$ cat config.mk
export PLATFORM = sky130hd
export DESIGN_NAME = mem_port_arbiter
export DESIGN_NICKNAME = d
export VERILOG_FILES = /design/src/rtl/mem_port_arbiter.sv
export SDC_FILE = /design/constraint.sdc
export NUM_CORES = 1
export LEC_CHECK = 0
export CAP_MARGIN = 20
export CORE_AREA = 2 2 216 218
export CTS_CLUSTER_SIZE = 16
export DETAILED_ROUTE_END_ITERATION = 16
export DIE_AREA = 0 0 218 220
export REMOVE_ABC_BUFFERS = 1
export SLEW_MARGIN = 15
export SYNTH_ARGS = -nofsm -noshare
export SYNTH_HDL_FRONTEND = slang
export SYNTH_SLANG_ARGS = --single-unit
export TNS_END_PERCENT = 5
$ cat constraint.sdc
create_clock -name clk -period 11 [get_ports clk]
set_input_delay 2.75 -clock clk [delete_from_list [all_inputs] [get_ports clk]]
set_output_delay 2.75 -clock clk [all_outputs]
set_load 0.03 [all_outputs]
$ cat src/rtl/mem_port_arbiter.sv
// Arbitrates a single-port 64-bit synchronous RAM between instruction fetch and load/store.
// LSU has fixed priority; a starvation counter forces an IF grant after a run of LSU grants.
module mem_port_arbiter #(
  parameter logic [63:0] PC_START     = 64'h0000_0000_8000_0000,
  parameter int unsigned STARVE_LIMIT = 4
) (
  input  logic        clk,
  input  logic        rst,
  input  logic        if_req_valid,
  input  logic [63:0] if_req_addr,
  output logic        if_req_ready,
  output logic        if_resp_valid,
  output logic [31:0] if_resp_inst,
  input  logic        lsu_req_valid,
  input  logic        lsu_req_we,
  input  logic [63:0] lsu_req_addr,
  input  logic [63:0] lsu_req_wdata,
  input  logic [7:0]  lsu_req_wstrb,
  output logic        lsu_req_ready,
  output logic        lsu_resp_valid,
  output logic [63:0] lsu_resp_rdata,
  output logic        ram_en,
  output logic        ram_we,
  output logic [63:0] ram_addr,
  output logic [63:0] ram_wdata,
  output logic [63:0] ram_wmask,
  input  logic [63:0] ram_rdata
);

  typedef enum logic [1:0] {IDLE, IF_BUSY, LSU_BUSY} state_t;

  localparam logic [3:0] LIMIT = 4'(STARVE_LIMIT);

  state_t     state;
  logic [3:0] starve_cnt;
  logic       sel_hi;
  logic       lsu_we_q;

  logic       grant_if;
  logic       grant_lsu;
  logic [63:0] wmask;

  // Grants are gated by rst so every output is quiet while reset is held.
  always_comb begin
    grant_lsu = !rst && (state == IDLE) && lsu_req_valid &&
                !(if_req_valid && (starve_cnt == LIMIT));
    grant_if  = !rst && (state == IDLE) && if_req_valid && !grant_lsu;
  end

  always_comb begin
    wmask = '0;
    for (int unsigned i = 0; i < 8; i++) begin
      wmask[i*8 +: 8] = {8{lsu_req_wstrb[i]}};
    end
  end

  always_comb begin
    if_req_ready   = grant_if;
    lsu_req_ready  = grant_lsu;
    ram_en         = 1'b0;
    ram_we         = 1'b0;
    ram_addr       = '0;
    ram_wdata      = '0;
    ram_wmask      = '0;
    if (grant_if) begin
      ram_en   = 1'b1;
      ram_addr = (if_req_addr - PC_START) >> 3;
    end else if (grant_lsu) begin
      ram_en   = !lsu_req_we;
      ram_we   = lsu_req_we;
      ram_addr = (lsu_req_addr - PC_START) >> 3;
      if (lsu_req_we) begin
        ram_wdata = lsu_req_wdata;
        ram_wmask = wmask;
      end
    end
  end

  always_comb begin
    if_resp_valid  = (state == IF_BUSY);
    if_resp_inst   = '0;
    lsu_resp_valid = (state == LSU_BUSY);
    lsu_resp_rdata = '0;
    if (state == IF_BUSY) begin
      if_resp_inst = sel_hi ? ram_rdata[63:32] : ram_rdata[31:0];
    end
    if (state == LSU_BUSY && !lsu_we_q) begin
      lsu_resp_rdata = ram_rdata;
    end
  end

  always_ff @(posedge clk or posedge rst) begin
    if (rst) begin
      state      <= IDLE;
      starve_cnt <= '0;
      sel_hi     <= 1'b0;
      lsu_we_q   <= 1'b0;
    end else begin
      case (state)
        IDLE: begin
          if (grant_lsu) begin
            state    <= LSU_BUSY;
            lsu_we_q <= lsu_req_we;
            if (if_req_valid) begin
              if (starve_cnt != LIMIT) starve_cnt <= starve_cnt + 4'd1;
            end else begin
              starve_cnt <= '0;
            end
          end else if (grant_if) begin
            state      <= IF_BUSY;
            sel_hi     <= if_req_addr[2];
            starve_cnt <= '0;
          end
        end
        IF_BUSY:  state <= IDLE;
        LSU_BUSY: state <= IDLE;
        default:  state <= IDLE;
      endcase
    end
  end

endmodule

# == Word level (Yosys, flattened, before mapping) ==
# Index checks and enable logic that the tools add are counted.
# word_totals
output_inout_bits,294
word_cells,53
regBits,8
inputBits,269
# classes
eq_ne,6
addsub,3
n_bitwise,1
mux,22
reduce_logical,17
# ops
op,count
$mux 64,7
$sub 64x32->64 const B,2
$mux 61,2
$mux 32,2
$mux 4,4
$logic_and 1x1->1,7
$mux 2,3
$reduce_and 3->1,2
$logic_not 1->1,5
$add 4x1->4 const B,1
$eq 4x3->1 const B,1
$mux 1,4
$ne 4x3->1 const B,1
$ne 3x2->1 const B,1
$ne 3x3->1 const B,1
$eq 2x1->1 const B,1
$eq 2x2->1 const B,1
$logic_not 2->1,1
$reduce_and 2->1,1
$reduce_bool 2->1,1
$not 1->1,1

# == Depth between registers and ports, before layout ==
# Gate-level depths: netlist of run 1.
# logic_depth
word_depth,9
depth_mapped,9
mapped_depth_nobuf,8

# == Worst setup path before layout of run 1 ==
# No wires, ideal clock.
# synth_timing
path_kind,in2out
startpoint,input lsu_req_addr[31]
endpoint,output ram_addr[52]
required_ps,8250
cell_stages,8
slack_ps,3275
t_arrival_ps,4975
n_path_buf,0
cell_sequence,inv_1 -> ha_1 -> or4b_1 -> nor3_2 -> nand3_1 -> or4_1 -> xor2_1 -> o22ai_1
# synth_via
elab_chain_cells,3
# synth_rtl
item,line,text
"start, declared",16,"input logic [63:0] lsu_req_addr,"
$sub 64x32->64,71,ram_addr = (lsu_req_addr - PC_START) >> 3;
$mux 61,68,end else if (grant_lsu) begin
$mux 61,65,if (grant_if) begin
"end, declared",24,"output logic [63:0] ram_addr,"
# Every way passes these cells.

# == Worst setup path in the final report of run 1 ==
# layout_timing
startpoint,input rst
endpoint,output ram_addr[7]
# layout_via
elab_chain_cells,7
elab_cells_between_ends,9
cone_classes,2 x mux; 7 x reduce/logical
# layout_rtl
item,line,text
"start, declared",8,"input logic rst,"
$logic_not 1->1 (no source line) (*),n/a,
$logic_and 1x1->1 (*),"45, 47",
$logic_and 1x1->1 (2 in a row),45,grant_lsu = !rst && (state == IDLE) && lsu_req_valid &&
$logic_not 1->1,47,grant_if = !rst && (state == IDLE) && if_req_valid && !grant_lsu;
$logic_and 1x1->1,47,
$mux 61 (*),65,
# Mark *: on every way between the ends. The rest lies on a longest branch, timed or not.

==> impl_summary.txt, run 1 <==
----------------------------------------------------
[Status]
  Status ... completed

[Critical path]
  CP startpoint ... rst
  Launching point of the worst reg2reg path ... state[0]
  Critical Path End ... ram_addr[7]
  Highest fanout seen on the critical path ... 35
  CP max stage cell ... sky130_fd_sc_hd__inv_1
  Worst Reg-to-Reg Cells ... 8
  R2R Setup Slk ... 8470 ps
  Worst path top cell family by delay ... buffers and inverters
  CP Class ... in -> out
  Total buffers and inverters traversed by the critical path ... 5
  Stages on the worst setup path ... 9
  CP max stage delay ... 720 ps
  Chain of cells forming the critical path ... clkdlybuf4s50_1, nor3_1, and2_1, nand2_1, buf_4, inv_1, buf_4, a22o_1, clkdlybuf4s50_1
  Critical path required time ... 8250 ps
  Critical path data arrival time ... 6050 ps
  Critical Path Sink Type ... primary output
  FF-to-FF End ... sel_hi
  CP Launch Type ... input pin

[Logic synthesis]
  Per-instance average area after synthesis ... 6.79 um^2
  Share of the yosys chip area belonging to registers ... 5.06%
  Yosys warnings ... 0
  Number of instances in the synthesized netlist ... 583
  Number of synthesized register bits ... 8
  Unique masters post-synth ... 41
  Netlist Area Pre-Place ... 0.00396 mm^2

[Detailed routing]
  Detail Route Antenna Nets ... 0
  Met1 Wirelength ... 11900 um
  Starting DRT DRC Count ... 276
  Total via count after detailed routing ... 6156
  Number of detailed-routing iterations run before antenna repair ... 4
  Sum of met2 wire segment lengths after detailed routing ... 13000 um
  Average wire per cell in the routed design ... 17.1 um
  Metal3 WL ... 3040 um
  Total length of routed wires ... 28300 um
  Vias per Instance ... 3.71
  Top layer used by detailed routing ... met5
  DRC Markers ... 0

[Floorplan]
  Number of I/O pins ... 563
  Die boundary height ... 220 um
  Area of the placeable core ... 0.0459 mm^2
  # rows ... 79
  Effective utilization at floorplan ... 8.63%
  Die Wd ... 218 um
  Die Footprint ... 0.0480 mm^2

[Placed design]
  Placed cell area ... 0.00977 mm^2
  Estimated wirelength of the detail-placed design ... 24300 um
  Last weighted congestion value of the routability-driven placer ... 0.775
  Port buffer count ... 554

[STA]
  WHS ... 488 ps
  Post-layout minimum cycle time ... 8800 ps
  Worst-case headroom to the max-slew limit ... 33.9%
  Worst Skew ... 0.361 ps
  Hold Violations, Final ... 0
  Final max-slew violation count ... 0
  Fin crit share ... 80.0%
  Setup TNS ... 0 ps
  FMAX ... 114 MHz
  RSZ-0062 raised after global routing ... false
  Slew at the pin closest to its max-slew limit ... 984 ps
  Setup Viol. Count Final ... 0

[Layout]
  Commonest cells after routing, fill and taps aside ... sky130_fd_sc_hd__clkdlybuf4s50_1 (553), sky130_fd_sc_hd__and3_1 (73), sky130_fd_sc_hd__and2_1 (67)
  Share of post-route cells with drive strength above 1 ... 2.85%
  Final net count ... 1327
  Most frequent standard cell in the layout excluding fill and tap cells ... sky130_fd_sc_hd__clkdlybuf4s50_1
  Filler instances ... 5080
  Area of all placed cells without fillers ... 0.00987 mm^2
  Synth-to-layout area growth ... 149%

[Clock tree]
  Total clock sinks ... 8
  Clock Path Buffers ... 2
  Hold bufs inserted after CTS ... 0
  Total of cells resized after clock tree synthesis ... 0
  Clock transition at the registers of the reported paths ... 40 ps
  Clock network latency to the later pin of the worst-skew pair ... 230 ps
  Clock tree from TritonCTS ... done
  Clock tree root buffer cell ... sky130_fd_sc_hd__clkbuf_16
  Number of clock buffers inserted by TritonCTS ... 3
  H-tree Lvls ... 1
  Post-CTS repair timing setup buffer count ... 0

[Power and ir drop]
  Switching Power ... 210 uW
  Combinational Power Share ... 79.6%
  LEAKAGE ... 0.00363 uW
  Worst vdd ir ... 0.0000325 V
  Switching Share ... 43.3%
  Flop pwr share ... 7.4%
  Power density of the placed cells ... 49.2 mW/mm^2
  Fraction of power consumed by the clock network ... 12.9%
  Internal ... 275 uW

[Min path]
  Type of the worst min-delay path ... reg -> reg
  Cell count of the worst hold path ... 1

[Global routing]
  Wire length of the first global-routing pass ... 37700 um
  All-Layer GR Usage ... 10.5%
  Maximum number of pins on one net before global-route repair ... 74
  Number of global-route vias before repair ... 5826
  Initial antenna violation count ... 11
  Remaining global-route overflow ... 0

[Flow run]
  MaxCap Viol Count ... 0

----------------------------------------------------
## per-stage QoR
| stage | utilization (%) | worst slack (ps) | total power (uW) | cells |
|---|---|---|---|---|
| after floorplan | - | 1190 | 204 | 482 |
| after global routing | 21.5 | 1930 | 513 | 1660 |
| after detailed placement | 21.3 | 2130 | 423 | 1655 |
| after CTS | 21.5 | 2120 | 489 | 1659 |
| after global placement | 21.3 | 2150 | 422 | 1655 |
| final | 21.5 | 2200 | 486 | 1661 |
## layer usage
| metal | vias to the layer above | GRT usage (%) |
|---|---|---|
| met4 | 6 | 1.88 |
| met3 | 28 | 2.84 |
| li1 | 2927 | - |
| met5 | - | 0 |
| met2 | 357 | 16.8 |
| met1 | 2838 | 14.0 |
## area by class of cell
cell class / count / area, um^2 / area share (%)
repair buffers: 567 / 5660 / 57.4
multi-input cells: 462 / 3120 / 31.6
well taps: 607 / 759 / 7.70
flip-flops and latches: 8 / 201 / 2.04
clock buffers: 4 / 78.8 / 0.799
inverters: 12 / 45.0 / 0.456
diodes: 1 / 2.50 / 0.0254
## worst min path at each step
stage          slack [ps]     startpoint       endpoint
3_5_place_dp          470  starve_cnt[3]  starve_cnt[3]
5_1_grt               490  starve_cnt[3]  starve_cnt[3]
3_3_place_gp          470  starve_cnt[3]  starve_cnt[3]
6_report              490  starve_cnt[3]  starve_cnt[3]
2_1_floorplan         440  starve_cnt[3]  starve_cnt[3]
4_1_cts               480  starve_cnt[3]  starve_cnt[3]
## sequential cells by signal (all words and copies together), names as in the netlist
register,flops
starve_cnt,4
lsu_we_q,1
sel_hi,1
state,2
## power groups by stage
stage / combinational (uW) / sequential, uW / clock [uW]
2_1_floorplan: 162 / 42.8 / 0
3_3_place_gp: 386 / 36.3 / 0
3_5_place_dp: 386 / 36.5 / 0
4_1_cts: 388 / 36.2 / 64.2
5_1_grt: 410 / 36.5 / 67.0
6_report: 387 / 36.2 / 62.9
## Yosys cell counts (all sizes together)
library cell	count	area, um^2
ha	4	50.1
clkbuf	42	159
a21o	2	15.0
and3	73	457
nand3	5	25.0
or2	1	6.26
nand2	19	71.3
and2	67	419
dfrtp	8	200
nand3b	1	20.0
o21ai	7	35.0
conb	1	3.75
nand2b	4	25.0
or4	10	82.6
nor3b	2	15.0
nor2	60	225
inv	12	45.0
nand4	3	18.8
or3	9	56.3
nor3	20	115
mux2i	32	320
nor2b	2	12.5
o22ai	30	188
nor4b	1	8.76
a21oi	2	10.0
or4b	1	10.0
a22o	29	254
o31a	1	8.76
nand4b	2	17.5
o31ai	3	22.5
xnor2	43	377
a21boi	1	7.51
buf	61	458
xor2	14	123
nor4	11	98.8
## kinds of logic (layout without fill, tap and decap cells)
group	Yosys count	count (layout)	share of synthesized area [%]
AND/OR/NAND/NOR	291	291	42.5
buffers and inverters	115	583	16.7
AO/OA/AOI/OAI	75	75	13.6
XOR/XNOR	57	57	12.6
multiplexers	32	32	8.09
flip-flops	8	8	5.06
adder cells (fa/ha/maj)	4	4	1.26
other	1	4	0.0947
No activity file was read; power rests on OpenSTA's default activity.
==> run 2: changes to the inputs <==
--- a/config.mk
+++ b/config.mk
@@ -6,10 +6,10 @@
 export NUM_CORES = 1
 export LEC_CHECK = 0
 export CAP_MARGIN = 20
-export CORE_AREA = 2 2 216 218
+export CORE_AREA = 2 2 218 220
 export CTS_CLUSTER_SIZE = 16
 export DETAILED_ROUTE_END_ITERATION = 16
-export DIE_AREA = 0 0 218 220
+export DIE_AREA = 0 0 220 222
 export REMOVE_ABC_BUFFERS = 1
 export SLEW_MARGIN = 15
 export SYNTH_ARGS = -nofsm -noshare
==> constraint.sdc (replaced) <==
create_clock -name clk -period 9.2 [get_ports clk]
set_input_delay 2.3 -clock clk [delete_from_list [all_inputs] [get_ports clk]]
set_output_delay 2.3 -clock clk [all_outputs]
set_load 0.03 [all_outputs]
==> impl_summary.txt, run 2 (synthesized netlist as in run 1, its figures left out) <==
----------------------------------------------------
[Detailed routing]
  Average wire per cell in the routed design ... 17.3 um (was 17.1 um)
  Starting DRT DRC Count ... 223 (was 276)
  Total length of routed wires ... 28800 um (was 28300 um)
  Number of detailed-routing iterations run before antenna repair ... 4 (unchanged)
  DRC Markers ... 0 (unchanged)
  Total via count after detailed routing ... 6133 (was 6156)
  Vias per Instance ... 3.69 (was 3.71)
  Detail Route Antenna Nets ... 0 (unchanged)

[Floorplan]
  # rows ... 79 (unchanged)
  Die boundary height ... 222 um (was 220 um)
  Die Wd ... 220 um (was 218 um)
  Effective utilization at floorplan ... 8.56% (was 8.63%)
  Area of the placeable core ... 0.0463 mm^2 (was 0.0459 mm^2)
  Number of I/O pins ... 563 (unchanged)
  Die Footprint ... 0.0488 mm^2 (was 0.0480 mm^2)

[Critical path]
  CP Class ... in -> out (unchanged)
  CP Launch Type ... input pin (unchanged)
  Critical Path Sink Type ... primary output (unchanged)
  Critical path data arrival time ... 5730 ps (was 6050 ps)
  Highest fanout seen on the critical path ... 6 (was 35)
  Critical path required time ... 6900 ps (was 8250 ps)

[Clock tree]
  Number of clock buffers inserted by TritonCTS ... 3 (unchanged)
  Clock network latency to the later pin of the worst-skew pair ... 230 ps (about the same)
  Clock tree root buffer cell ... sky130_fd_sc_hd__clkbuf_16 (unchanged)
  Clock transition at the registers of the reported paths ... 40 ps (about the same)
  Hold bufs inserted after CTS ... 0 (unchanged)
  Clock tree from TritonCTS ... done (unchanged)
  Clock Path Buffers ... 2 (unchanged)
  H-tree Lvls ... 1 (unchanged)
  Total clock sinks ... 8 (unchanged)
  Total of cells resized after clock tree synthesis ... 0 (unchanged)
  Post-CTS repair timing setup buffer count ... 0 (unchanged)

[Power and ir drop]
  Combinational Power Share ... 77.4% (was 79.6%)
  Flop pwr share ... 9.7% (was 7.4%)
  Power density of the placed cells ... 59.1 mW/mm^2 (was 49.2 mW/mm^2)
  Fraction of power consumed by the clock network ... 13.0% (was 12.9%)
  Switching Power ... 254 uW (was 210 uW)
  Internal ... 328 uW (was 275 uW)
  LEAKAGE ... 0.00362 uW (was 0.00363 uW)
  Switching Share ... 43.7% (was 43.3%)
  Overall power ... 582 uW (was 486 uW)
  Worst vdd ir ... 0.0000482 V (was 0.0000325 V)

[Layout]
  Synth-to-layout area growth ... 149% (about the same)
  Commonest cells after routing, fill and taps aside ... sky130_fd_sc_hd__clkdlybuf4s50_1 (552), sky130_fd_sc_hd__and3_1 (73), sky130_fd_sc_hd__and2_1 (67) (was sky130_fd_sc_hd__clkdlybuf4s50_1 (553), sky130_fd_sc_hd__and3_1 (73), sky130_fd_sc_hd__and2_1 (67))
  Area of all placed cells without fillers ... 0.00984 mm^2 (was 0.00987 mm^2)
  Final net count ... 1325 (was 1327)
  Most frequent standard cell in the layout excluding fill and tap cells ... sky130_fd_sc_hd__clkdlybuf4s50_1 (unchanged)
  Non-filler instance count after layout ... 1661 (unchanged)
  Filler instances ... 5159 (was 5080)
  Registers with the most flip-flops ... starve_cnt (4), state (2) (unchanged)
  Largest reg by FF count ... starve_cnt (unchanged)
  Share of post-route cells with drive strength above 1 ... 2.76% (was 2.85%)
  Largest register FFs ... 4 (unchanged)
  Share of the core filled with cells ... 21.3% (was 21.5%)

[Global routing]
  Remaining global-route overflow ... 0 (unchanged)
  Maximum number of pins on one net before global-route repair ... 65 (was 74)
  All-Layer GR Usage ... 10.7% (was 10.5%)
  Number of global-route vias before repair ... 5928 (was 5826)
  Initial antenna violation count ... 7 (was 11)
  Wire length of the first global-routing pass ... 39400 um (was 37700 um)

[STA]
  RSZ-0062 raised after global routing ... false (unchanged)
  Setup Viol. Count Final ... 0 (unchanged)
  Setup TNS ... 0 ps (unchanged)
  Hold Violations, Final ... 0 (unchanged)
  FMAX ... 125 MHz
  Worst Skew ... 4.11 ps (was 0.361 ps)
  Fin crit share ... 87.3%
  Post-layout minimum cycle time ... 8030 ps
  Final max-slew violation count ... 0 (unchanged)
  Worst-case headroom to the max-slew limit ... 31.0% (was 33.9%)
  Slew at the pin closest to its max-slew limit ... 1030 ps (was 984 ps)

[Placed design]
  Estimated wirelength of the detail-placed design ... 24900 um (was 24300 um)
  Post-Place Cells ... 1653 (was 1655)
  Last weighted congestion value of the routability-driven placer ... 0.985 (was 0.775)
  Port buffer count ... 554 (unchanged)
  Placed cell area ... 0.00974 mm^2 (was 0.00977 mm^2)

[Flow run]
  MaxCap Viol Count ... 0 (unchanged)

[Min path]
  Type of the worst min-delay path ... reg -> reg (unchanged)

[Status]
  Status ... completed (unchanged)

----------------------------------------------------
==> run 2: cell types whose count changed in the layout (fill, tap and decap cells not counted) <==
cell / previous run / this run
sky130_fd_sc_hd__diode_2: 1 / 3
sky130_fd_sc_hd__clkdlybuf4s50_1: 553 / 552
sky130_fd_sc_hd__buf_12: 2 / 1
==> run 2: metrics by stage <==
stage	setup slack, ps	hold WS, ps
6_report	1170	492
5_1_grt	947	511
4_1_cts	1070	487
3_5_place_dp	1070	480
3_3_place_gp	1070	468
2_1_floorplan	289	436
==> run 2: critical path, cell delays in order <==
cell                              delay, ps
sky130_fd_sc_hd__clkdlybuf4s50_1        470
sky130_fd_sc_hd__inv_1                   80
sky130_fd_sc_hd__ha_1                   190
sky130_fd_sc_hd__or4b_1                 510
sky130_fd_sc_hd__nor3_2                 340
sky130_fd_sc_hd__nand3_1                340
sky130_fd_sc_hd__or4_1                  510
sky130_fd_sc_hd__xor2_1                 160
sky130_fd_sc_hd__o22ai_1                130
sky130_fd_sc_hd__clkdlybuf4s50_1        690
==> run 2: worst paths after layout <==
path | start | end | slack [ps] | cells after the start
max | lsu_req_addr[31] | ram_addr[52] | 1170 | 10
min | starve_cnt[3] | starve_cnt[3] | 490 | 1
max reg2reg | state[1] | sel_hi | 7010 | 8
min reg2reg | starve_cnt[3] | starve_cnt[3] | 490 | 1
max in group asynchronous | rst | sel_hi | 6590 | 2
min in group asynchronous | rst | starve_cnt[0] | 2370 | 2
==> run 2: power groups by stage <==
stage	clock network (uW)	logic, uW	registers, uW
after floorplan	0	193	51.2
after global placement	0	448	56.5
after detailed placement	0	449	56.9
after CTS	76.5	452	56.3
after global routing	78.9	475	57.4
final	75.4	450	56.4
==> run 2: layer usage <==
| layer | vias to the layer above | wire, um | track usage [%] |
|---|---|---|---|
| met5 | - | 48 | 0 |
| li1 | 2927 | - | - |
| met4 | 8 | 289 | 1.23 |
| met3 | 26 | 3190 | 3.05 |
| met2 | 353 | 13200 | 18.1 |
| met1 | 2819 | 12100 | 13.6 |
==> run 2: final cells by class <==
cell class	count	area [um^2]	share of cell area [%]
clock buffers	4	78.8	0.801
multi-input cells	462	3120	31.7
repair buffers	565	5630	57.2
well taps	607	759	7.72
diodes	3	7.51	0.0763
inverters	12	45.0	0.458
flip-flops and latches	8	201	2.05
